### src/rtl/atm_keypad_entry.sv
// atm_keypad_entry: 4x4 keypad scanner, debouncer and PIN/amount entry front end.
// Optional beep output is enabled with `define ATM_KEYPAD_BEEP_EN.
module atm_keypad_entry #(
  parameter int SCAN_DIV       = 16,
  parameter int DEBOUNCE_SCANS = 4,
  parameter int MAX_DIGITS     = 9
) (
  input  logic        clk,
  input  logic        rst,
  input  logic [3:0]  kp_col_n,
  output logic [3:0]  kp_row_n,
  input  logic        amount_mode,
  output logic [3:0]  digito,
  output logic        digito_stb,
  output logic        add_digit,
  output logic [31:0] monto,
  output logic        monto_stb,
  output logic        entry_err
`ifdef ATM_KEYPAD_BEEP_EN
  ,
  output logic        beep
`endif
);

  localparam int DW  = $clog2(SCAN_DIV);
  localparam int DBW = $clog2(DEBOUNCE_SCANS + 1);
  localparam logic [DW-1:0]  DIV_LAST = DW'(SCAN_DIV - 1);
  localparam logic [DBW-1:0] DEB_LAST = DBW'(DEBOUNCE_SCANS - 1);
  localparam logic [3:0]     MAXD     = 4'(MAX_DIGITS);

  typedef enum logic [1:0] {IDLE, DEB_PRESS, HELD, DEB_REL} state_t;

  logic [DW-1:0]  div_q, div_d;
  logic [1:0]     row_q, row_d;
  logic [1:0]     hits_q, hits_d;
  logic [3:0]     code_q, code_d;
  state_t         state_q, state_d;
  logic [3:0]     cand_q, cand_d;
  logic [DBW-1:0] deb_q, deb_d;
  logic [31:0]    acc_q, acc_d;
  logic [3:0]     cnt_q, cnt_d;
  logic           mode_q, mode_d;
  logic [3:0]     digito_q, digito_d;
  logic           dstb_q, dstb_d;
  logic           add_q, add_d;
  logic [31:0]    monto_q, monto_d;
  logic           mstb_q, mstb_d;
  logic           err_q, err_d;

  logic [3:0]  col_low;
  logic [2:0]  col_cnt;
  logic [1:0]  col_idx;
  logic [2:0]  sum;
  logic [1:0]  hits_all;
  logic        slot_end, scan_done, scan_any, scan_one;
  logic [3:0]  scan_key;
  logic        fire, is_digit, is_enter, is_clear, mode_edge;
  logic [3:0]  dval;
  logic [35:0] acc_next;

  assign kp_row_n   = ~(4'b0001 << row_q);
  assign digito     = digito_q;
  assign digito_stb = dstb_q;
  assign add_digit  = add_q;
  assign monto      = monto_q;
  assign monto_stb  = mstb_q;
  assign entry_err  = err_q;

  // Row scanning and per-scan key accumulation (0, 1 or multiple keys).
  always_comb begin
    col_low = ~kp_col_n;
    col_cnt = 3'(col_low[0]) + 3'(col_low[1])
            + 3'(col_low[2]) + 3'(col_low[3]);
    col_idx = 2'd0;
    for (int i = 3; i >= 0; i--)
      if (col_low[i]) col_idx = 2'(i);
    sum      = {1'b0, hits_q} + col_cnt;
    hits_all = (sum > 3'd1) ? 2'd2 : sum[1:0];
    slot_end  = (div_q == DIV_LAST);
    scan_done = slot_end && (row_q == 2'd3);
    div_d  = slot_end ? '0 : div_q + 1'b1;
    row_d  = slot_end ? row_q + 2'd1 : row_q;
    hits_d = hits_q;
    code_d = code_q;
    if (slot_end) begin
      hits_d = (row_q == 2'd3) ? 2'd0 : hits_all;
      if (col_cnt == 3'd1) code_d = {row_q, col_idx};
    end
    scan_any = (hits_all != 2'd0);
    scan_one = (hits_all == 2'd1);
    scan_key = (col_cnt == 3'd1) ? {row_q, col_idx} : code_q;
  end

  // Debounce FSM, key decode and entry actions.
  always_comb begin
    state_d  = state_q;
    cand_d   = cand_q;
    deb_d    = deb_q;
    acc_d    = acc_q;
    cnt_d    = cnt_q;
    digito_d = digito_q;
    monto_d  = monto_q;
    dstb_d   = 1'b0;
    add_d    = 1'b0;
    mstb_d   = 1'b0;
    err_d    = 1'b0;
    fire     = 1'b0;
    mode_d   = amount_mode;
    mode_edge = (amount_mode != mode_q);

    if (scan_done) begin
      unique case (state_q)
        IDLE: if (scan_one) begin
          state_d = DEB_PRESS;
          cand_d  = scan_key;
          deb_d   = '0;
        end
        DEB_PRESS:
          if (scan_one && scan_key == cand_q) begin
            if (deb_q == DEB_LAST) begin
              state_d = HELD;
              fire    = 1'b1;
            end else begin
              deb_d = deb_q + 1'b1;
            end
          end else begin
            state_d = IDLE;
          end
        HELD: if (!scan_any) begin
          state_d = DEB_REL;
          deb_d   = '0;
        end
        DEB_REL:
          if (scan_any) begin
            state_d = HELD;
          end else if (deb_q == DEB_LAST) begin
            state_d = IDLE;
          end else begin
            deb_d = deb_q + 1'b1;
          end
        default: state_d = IDLE;
      endcase
    end

    is_digit = 1'b1;
    is_enter = 1'b0;
    is_clear = 1'b0;
    dval     = 4'd0;
    case (cand_q)
      4'h0: dval = 4'd1;
      4'h1: dval = 4'd2;
      4'h2: dval = 4'd3;
      4'h4: dval = 4'd4;
      4'h5: dval = 4'd5;
      4'h6: dval = 4'd6;
      4'h8: dval = 4'd7;
      4'h9: dval = 4'd8;
      4'hA: dval = 4'd9;
      4'hD: dval = 4'd0;
      4'h3: begin is_digit = 1'b0; is_enter = 1'b1; end
      4'h7: begin is_digit = 1'b0; is_clear = 1'b1; end
      default: is_digit = 1'b0;
    endcase
    acc_next = {4'b0, acc_q} * 36'd10 + {32'b0, dval};

    if (mode_edge) begin
      acc_d = '0;
      cnt_d = '0;
    end else if (fire) begin
      if (is_digit && !amount_mode) begin
        digito_d = dval;
        dstb_d   = 1'b1;
        add_d    = 1'b1;
      end else if (is_digit) begin
        if (cnt_q < MAXD && acc_next[35:32] == 4'd0) begin
          acc_d    = acc_next[31:0];
          cnt_d    = cnt_q + 4'd1;
          digito_d = dval;
          dstb_d   = 1'b1;
        end else begin
          err_d = 1'b1;
        end
      end else if (is_enter && amount_mode && cnt_q != 4'd0) begin
        monto_d = acc_q;
        mstb_d  = 1'b1;
        acc_d   = '0;
        cnt_d   = '0;
      end else if (is_clear) begin
        acc_d = '0;
        cnt_d = '0;
      end
    end
  end

  // State and registered outputs.
  always_ff @(posedge clk) begin
    if (rst) begin
      div_q    <= '0;
      row_q    <= 2'd0;
      hits_q   <= 2'd0;
      code_q   <= 4'd0;
      state_q  <= IDLE;
      cand_q   <= 4'd0;
      deb_q    <= '0;
      acc_q    <= '0;
      cnt_q    <= 4'd0;
      mode_q   <= 1'b0;
      digito_q <= 4'd0;
      dstb_q   <= 1'b0;
      add_q    <= 1'b0;
      monto_q  <= '0;
      mstb_q   <= 1'b0;
      err_q    <= 1'b0;
    end else begin
      div_q    <= div_d;
      row_q    <= row_d;
      hits_q   <= hits_d;
      code_q   <= code_d;
      state_q  <= state_d;
      cand_q   <= cand_d;
      deb_q    <= deb_d;
      acc_q    <= acc_d;
      cnt_q    <= cnt_d;
      mode_q   <= mode_d;
      digito_q <= digito_d;
      dstb_q   <= dstb_d;
      add_q    <= add_d;
      monto_q  <= monto_d;
      mstb_q   <= mstb_d;
      err_q    <= err_d;
    end
  end

`ifdef ATM_KEYPAD_BEEP_EN
  localparam int BW = $clog2(4 * SCAN_DIV + 1);
  logic [BW-1:0] beep_q, beep_d;
  assign beep = (beep_q != '0);

  // Beep duration counter, restarted by every strobe.
  always_comb begin
    beep_d = beep_q;
    if (dstb_d || mstb_d || err_d) beep_d = BW'(4 * SCAN_DIV);
    else if (beep_q != '0) beep_d = beep_q - 1'b1;
  end

  // Beep counter register.
  always_ff @(posedge clk) begin
    if (rst) beep_q <= '0;
    else     beep_q <= beep_d;
  end
`endif

endmodule

### config.mk
export PLATFORM = sky130hd
export DESIGN_NAME = atm_keypad_entry
export DESIGN_NICKNAME = d
export VERILOG_FILES = /design/src/rtl/atm_keypad_entry.sv
export SDC_FILE = /design/constraint.sdc
export NUM_CORES = 1
export LEC_CHECK = 0
export ABC_AREA = 1
export CAP_MARGIN = 20
export CORE_MARGIN = 10
export CORE_UTILIZATION = 61
export CTS_CLUSTER_SIZE = 10
export DETAILED_ROUTE_END_ITERATION = 7
export PLACE_DENSITY = 0.83
export SLEW_MARGIN = 10
export SYNTH_ARGS = -nofsm -noshare
export SYNTH_HDL_FRONTEND = slang
export SYNTH_SLANG_ARGS = --single-unit
### constraint.sdc
create_clock -name clk -period 5.89 [get_ports clk]
set_input_delay 1.178 -clock clk [delete_from_list [all_inputs] [get_ports clk]]
set_output_delay 1.178 -clock clk [all_outputs]
set_load 0.02 [all_outputs]
==> flow_summary.ini <==
[finish]
final_cells = 1589
drive_gt1_share_pct = 10.1
post-route-util_pct = 68.9
nets = 1490
area_growth_pct = 10.8
num_antenna_cells = 0

[power]
powerDensity_nw_per_um2 = 148
irDropWorstVdd_uv = 232
p_leak_nw = 4.78

[synth]
ys_seq_area_share_pct = 22.8
synth_top_flop_cell = dfxtp_1
syn_nets = 1451
synth_cells = 1365
ys_warn_count = 0
synth_area_um2 = 8600
ys_async_sr_fraction_pct = 0
ys_types = 48
synth_area_per_cell_um2 = 6.30
synth-edff-count = 0
ys_seq_elements = 98

[detailed_routing]
drt_pass1_iterations = 6
wl_mm = 23.8
highest_layer = met4
postRouteAntennaNets = 0
wl_met2_mm = 10.8
drt_iter0_markers = 977
num_vias = 8900
vias_per_cell = 5.60
drt-wirelength-per-cell_um = 15.0
wl_met3_mm = 1.92
drc_errors = 0
wl_met1_mm = 10.1

[setup_path]
r2r_start = cand_q[0]
worst_r2r_endpoint = acc_q[23]
r2r_slack_ps = 1480
path_delay_family = simple AND/OR/NAND/NOR gates
cp.depth = 22
path_cells = clkdlybuf4s50_1 -> inv_1 -> fa_1 -> ha_1 -> ha_1 -> fa_1 -> xor2_1 -> nor2_1 -> inv_1 -> nor2_1 -> and3_1 -> nand2_1 -> nor3_2 -> nand2_1 -> nor3_2 -> nand2_1 -> nor2_4 -> nand3_4 -> nand2_8 -> inv_8 -> nor2_2 -> nor2_1
crit_path_end = acc_q[23]
startpoint = kp_col_n[1]
end_kind = flip-flop
reg2reg_depth = 25
cp_data_required_time_ps = 6120
start_kind = primary input
slowest_stage = clkdlybuf4s50_1
crit_path_max_incr_delay_ps = 480
cp_num_buf_inv = 4
crit_type = in -> reg
critPathMaxFanout = 28
worstPathArrival_ps = 5420

[global_route]
grt.total_usage_pct = 24.0
grt_pass1_vias = 8243
grt_max_degree = 39
grt_pass1_wl_mm = 39.5
grt_antenna_before_repair = 0
grt_overflow = 0

[min_path]
hold_class = reg -> reg
hold_start = div_q[0]

[die]
fp.coreArea_um2 = 13800
die_area_um2 = 19300
ios = 51
num_rows = 43
die_y_um = 139
start_util_pct = 62.2
dieWidth_um = 139

[clock_network]
insertion_delay_ps = 350
h-tree-depth = 3
cts_hold_buf = 0
cts_setup_buffers = 0
cts.path.max_buffers = 2
cts-root-buf = clkbuf_16
postCtsResizedCells = 0
cts_tree = yes
path_clk_slew_ps = 70
cts_inserted_buffers = 9
clock_sinks = 98

[timing]
final_max_slew_viol_count = 0
finalSetupViolations = 0
max_slew_margin_pct = 35.9
maxClockFrequency_ghz = 0.193
worstMarginPinSlew_ps = 959
fin_skew_ps = 9.49
hold_violations = 0
finalCritPeriodShare_pct = 88.0
fin_crit_ps = 5180
fin_setup_tns_ps = 0
rsz0062_at_grt = false

[placement]
dp_hpwl_mm = 18.6
port_buffers = 50
gp_congestion = 1.01
placed_cells = 1573

[run_status]
status = completed

[flow_run]
maxCapViolCount = 0
[metrics by stage]
step | setup WS (ps) | hold WS [ps] | total power [mW] | area [µm²]
6_report | 706 | 454 | 1.41 | 9530
5_1_grt | 385 | 495 | 1.45 | 9530
4_1_cts | 764 | 457 | 1.41 | 9530
3_5_place_dp | 437 | 442 | 0.754 | 9190
3_3_place_gp | 583 | 434 | 0.753 | 9190
2_1_floorplan | 1270 | 418 | 0.732 | 8600
[synth_stat cells, types with 6 or more instances]
master,number,share of area (%)
o21ai_0,83,4.8
nand4_1,28,2.0
inv_1,185,8.1
nor3_1,44,2.6
inv_2,13,0.57
nor2_1,176,7.7
nand3_1,59,3.4
a21oi_1,61,3.5
nor2_4,12,1.6
xor2_1,10,1.0
nand2_2,32,2.3
nand3_2,11,1.3
ha_1,75,11
nand2_1,356,16
nor2_2,27,2.0
a21oi_2,6,0.61
clkbuf_1,13,0.57
o21ai_1,6,0.35
dfxtp_1,98,23
[power breakdown]
| part | internal, mW | total [mW] | switching [mW] |
|---|---|---|---|
| Combinational | 0.0256 | 0.0745 | 0.0489 |
| Sequential | 0.665 | 0.667 | 0.00231 |
| Clock | 0.415 | 0.672 | 0.257 |
| Total | 1.11 | 1.41 | 0.309 |
[registers in the layout (all words and copies together) (netlist names), 3 cells and up]
name    count
digito      4
acc_q      32
deb_q       3
code_q      4
cnt_q       4
cand_q      4
monto      32
div_q       4
[cells in the final DEF, fill, tap and decap left out, drive strengths merged, types with 3 or more instances in the layout]
cell type      netlist  final
o21ai               90     90
nor3                46     46
dfxtp               98     98
ha                  75     75
buf                 14      5
clkinv               3      7
nand3b               4      4
nand2              396    396
inv                199    199
xnor2                4      4
a21oi               67     67
o22ai                5      5
o31ai                3      3
clkbuf              13      9
nor2               216    216
nor3b                3      3
nand4               28     28
xor2                11     11
a31oi                3      3
clkdlybuf4s50        0     50
bufinv               0      3
nand3               73     73
fa                   4      4
[how the worst min path moves through the flow]
stage                     to  slack, ps  cells after the start
finish              div_q[0]        450                      1
global route        div_q[0]        500                      1
CTS                 div_q[0]        460                      1
detailed placement  div_q[0]        440                      1
global placement    div_q[0]        430                      1
floorplan           div_q[0]        420                      1
[final cells by class]
type	instances	area [µm²]
repair buffers	55	538
multi-input cells	1038	5700
well taps	180	225
inverters	202	766
clock buffers	9	225
flip-flops and latches	98	1960
fillers	1228	4300
clock inverters	7	118
[cells by family (layout without fill, tap and decap cells)]
kind of cell / count (synthesis) / after routing / synth area share [%]
buffers and inverters: 229 / 273 / 11.0
AO/OA/AOI/OAI: 174 / 174 / 10.9
XOR/XNOR: 15 / 15 / 1.61
AND/OR/NAND/NOR: 770 / 770 / 41.8
flip-flops: 98 / 98 / 22.8
adder cells (fa/ha/maj): 79 / 79 / 11.8
[layer usage]
layer  global-route usage (%)  vias to the layer above
met3                     5.38                       78
met5                        0                        -
met1                     29.8                     3989
li1                         -                     4461
met2                     38.8                      372
met4                     10.9                        0
No activity file was read; power rests on OpenSTA's default activity.
==> RTL edit, RTL diff (config.mk and constraints unchanged) <==
Set the parameter `SCAN_DIV` to 8 (it was 16).
--- a/src/rtl/atm_keypad_entry.sv
+++ b/src/rtl/atm_keypad_entry.sv
@@ -2,5 +2,5 @@
 // Optional beep output is enabled with `define ATM_KEYPAD_BEEP_EN.
 module atm_keypad_entry #(
-  parameter int SCAN_DIV       = 16,
+  parameter int SCAN_DIV       = 8,
   parameter int DEBOUNCE_SCANS = 4,
   parameter int MAX_DIGITS     = 9
Behaviour: not the same (a bounded check fails within 10 cycles, from zero or initial values and one cycle with rst high).
==> RTL edit against the original RTL <==
Power decreased by 8.4%; synthesized area decreased by 8.2%; count of clock-buffer cells in the layout increased by 4; routed wire length decreased by 9.6%; worst setup slack got worse by 230 ps; combinational power decreased by 19%; final area decreased by 7.2%; critical path type unchanged; highest routed layer unchanged; worst hold slack got worse by 28 ps; sequential cell count decreased by 1; via count decreased by 7.3%.
==> RTL edit: results (changes against the original RTL) <==
metric,value,unit,change
status,finished clean,,
final wirelength,21600,µm,-9.6%
CP Data Arrival Time,5650,ps,+230 ps
dpl cells,1504,,-4.4%
"Setup Fix Bufs, Post-CTS",0,,unchanged
XOR/XNOR Fraction of Synth Area,1.11,%,-0.51 points
worst flop-to-flop path startpoint,cand_q[2]$_SDFFE_PP0P_,,
met3 Track Usage GR,3.88,%,-1.5 points
PnR Total Power,1290,µW,-8.4%
cells after synthesis,1300,,-4.8%
Hold Crit Depth,1,,unchanged
GR Layer Usage met2,40.1,%,+1.3 points
max incr delay on CP,500,ps,+20 ps
WL met2,9760,µm,-9.6%
Hold Crit Endpoint,div_q[0]$_SDFF_PP0_,,
pin count of the biggest net entering global routing,46,,+18%
H-tree levels,3,,unchanged
hpwl dp,17000,µm,-8.9%
synth cell count leaders,"nand2_1 (357), nor2_1 (195), inv_1 (188), dfxtp_1 (97), o21ai_0 (83)",,
M1 GR Usage,30.7,%,+0.94 points
Clk power,575,µW,-14%
placed inst area,0.00855,mm²,-6.9%
Reg2Reg Depth,23,,-8.0%
CP Max Fanout,26,,-7.1%
WHS,425,ps,-28.3 ps
vias post-DR,8253,,-7.3%
first-pass GRT wire length,36700,µm,-7.0%
area share of fa/ha/maj cells after synthesis,13.1,%,+1.2 points
combinational fraction of design power,4.7,%,-0.6 points
Worst Skew,7.51,ps,-1.98 ps
reg2reg setup slack,1450,ps,-30 ps
Total GRT Usage,24.3,%,+0.23 points
Worst IR Drop VDD,0.209,mV,-9.7%
switch share,21.4,%,-0.40 points
Async SR Flop Fraction,0,%,unchanged
WL met3,1310,µm,-32%
Avg WL per Cell,14.2,µm,-5.4%
Final Wtd Congestion,0.948,,-6.4%
Slew @ Worst Pin,716,ps,-243 ps
dpl ws,83.8,ps,-353 ps
vias in the first global route,7735,,-6.2%
wl on met1,9600,µm,-4.9%
Syn Nets,1387,,-4.4%
ranking of synthesized cells by area,"dfxtp_1 (25%), nand2_1 (17%), ha_1 (12%)",,
Cell variety after synth,45,,-6.3%
share of cells above drive strength 1,4.60,%,-5.5 points
First DRT Iteration DRCs,748,,-23%
P_leak,0.00455,µW,-4.7%
RR Endpoint,acc_q[29]$_SDFFE_PP0P_,,
==> RTL edit: worst max path at each step <==
stage | to | slack (ps) | cells after the start
2_1_floorplan | acc_q[6]$_SDFFE_PP0P_ | 1270 | 21
3_3_place_gp | acc_q[29]$_SDFFE_PP0P_ | 320 | 21
3_5_place_dp | acc_q[29]$_SDFFE_PP0P_ | 80 | 21
4_1_cts | acc_q[25]$_SDFFE_PP0P_ | 390 | 21
5_1_grt | acc_q[29]$_SDFFE_PP0P_ | 9 | 21
6_report | acc_q[25]$_SDFFE_PP0P_ | 480 | 21
==> RTL edit: timing repair <==
action,4_1_cts,5_1_grt
endpoints found under the setup margin,0,26
hold buffers,0,0
gates resized for setup,0,1
endpoints found under the hold margin,0,0
==> RTL edit: area by class of cell <==
cell class / count / area (µm²)
Inverter: 196 / 736
Timing Repair Buffer: 58 / 561
Clock buffer: 13 / 250
Clock inverter: 2 / 38.8
Tap cell: 172 / 215
Fill cell: 1174 / 3820
Sequential cell: 97 / 1940
Multi-Input combinational cell: 981 / 5110
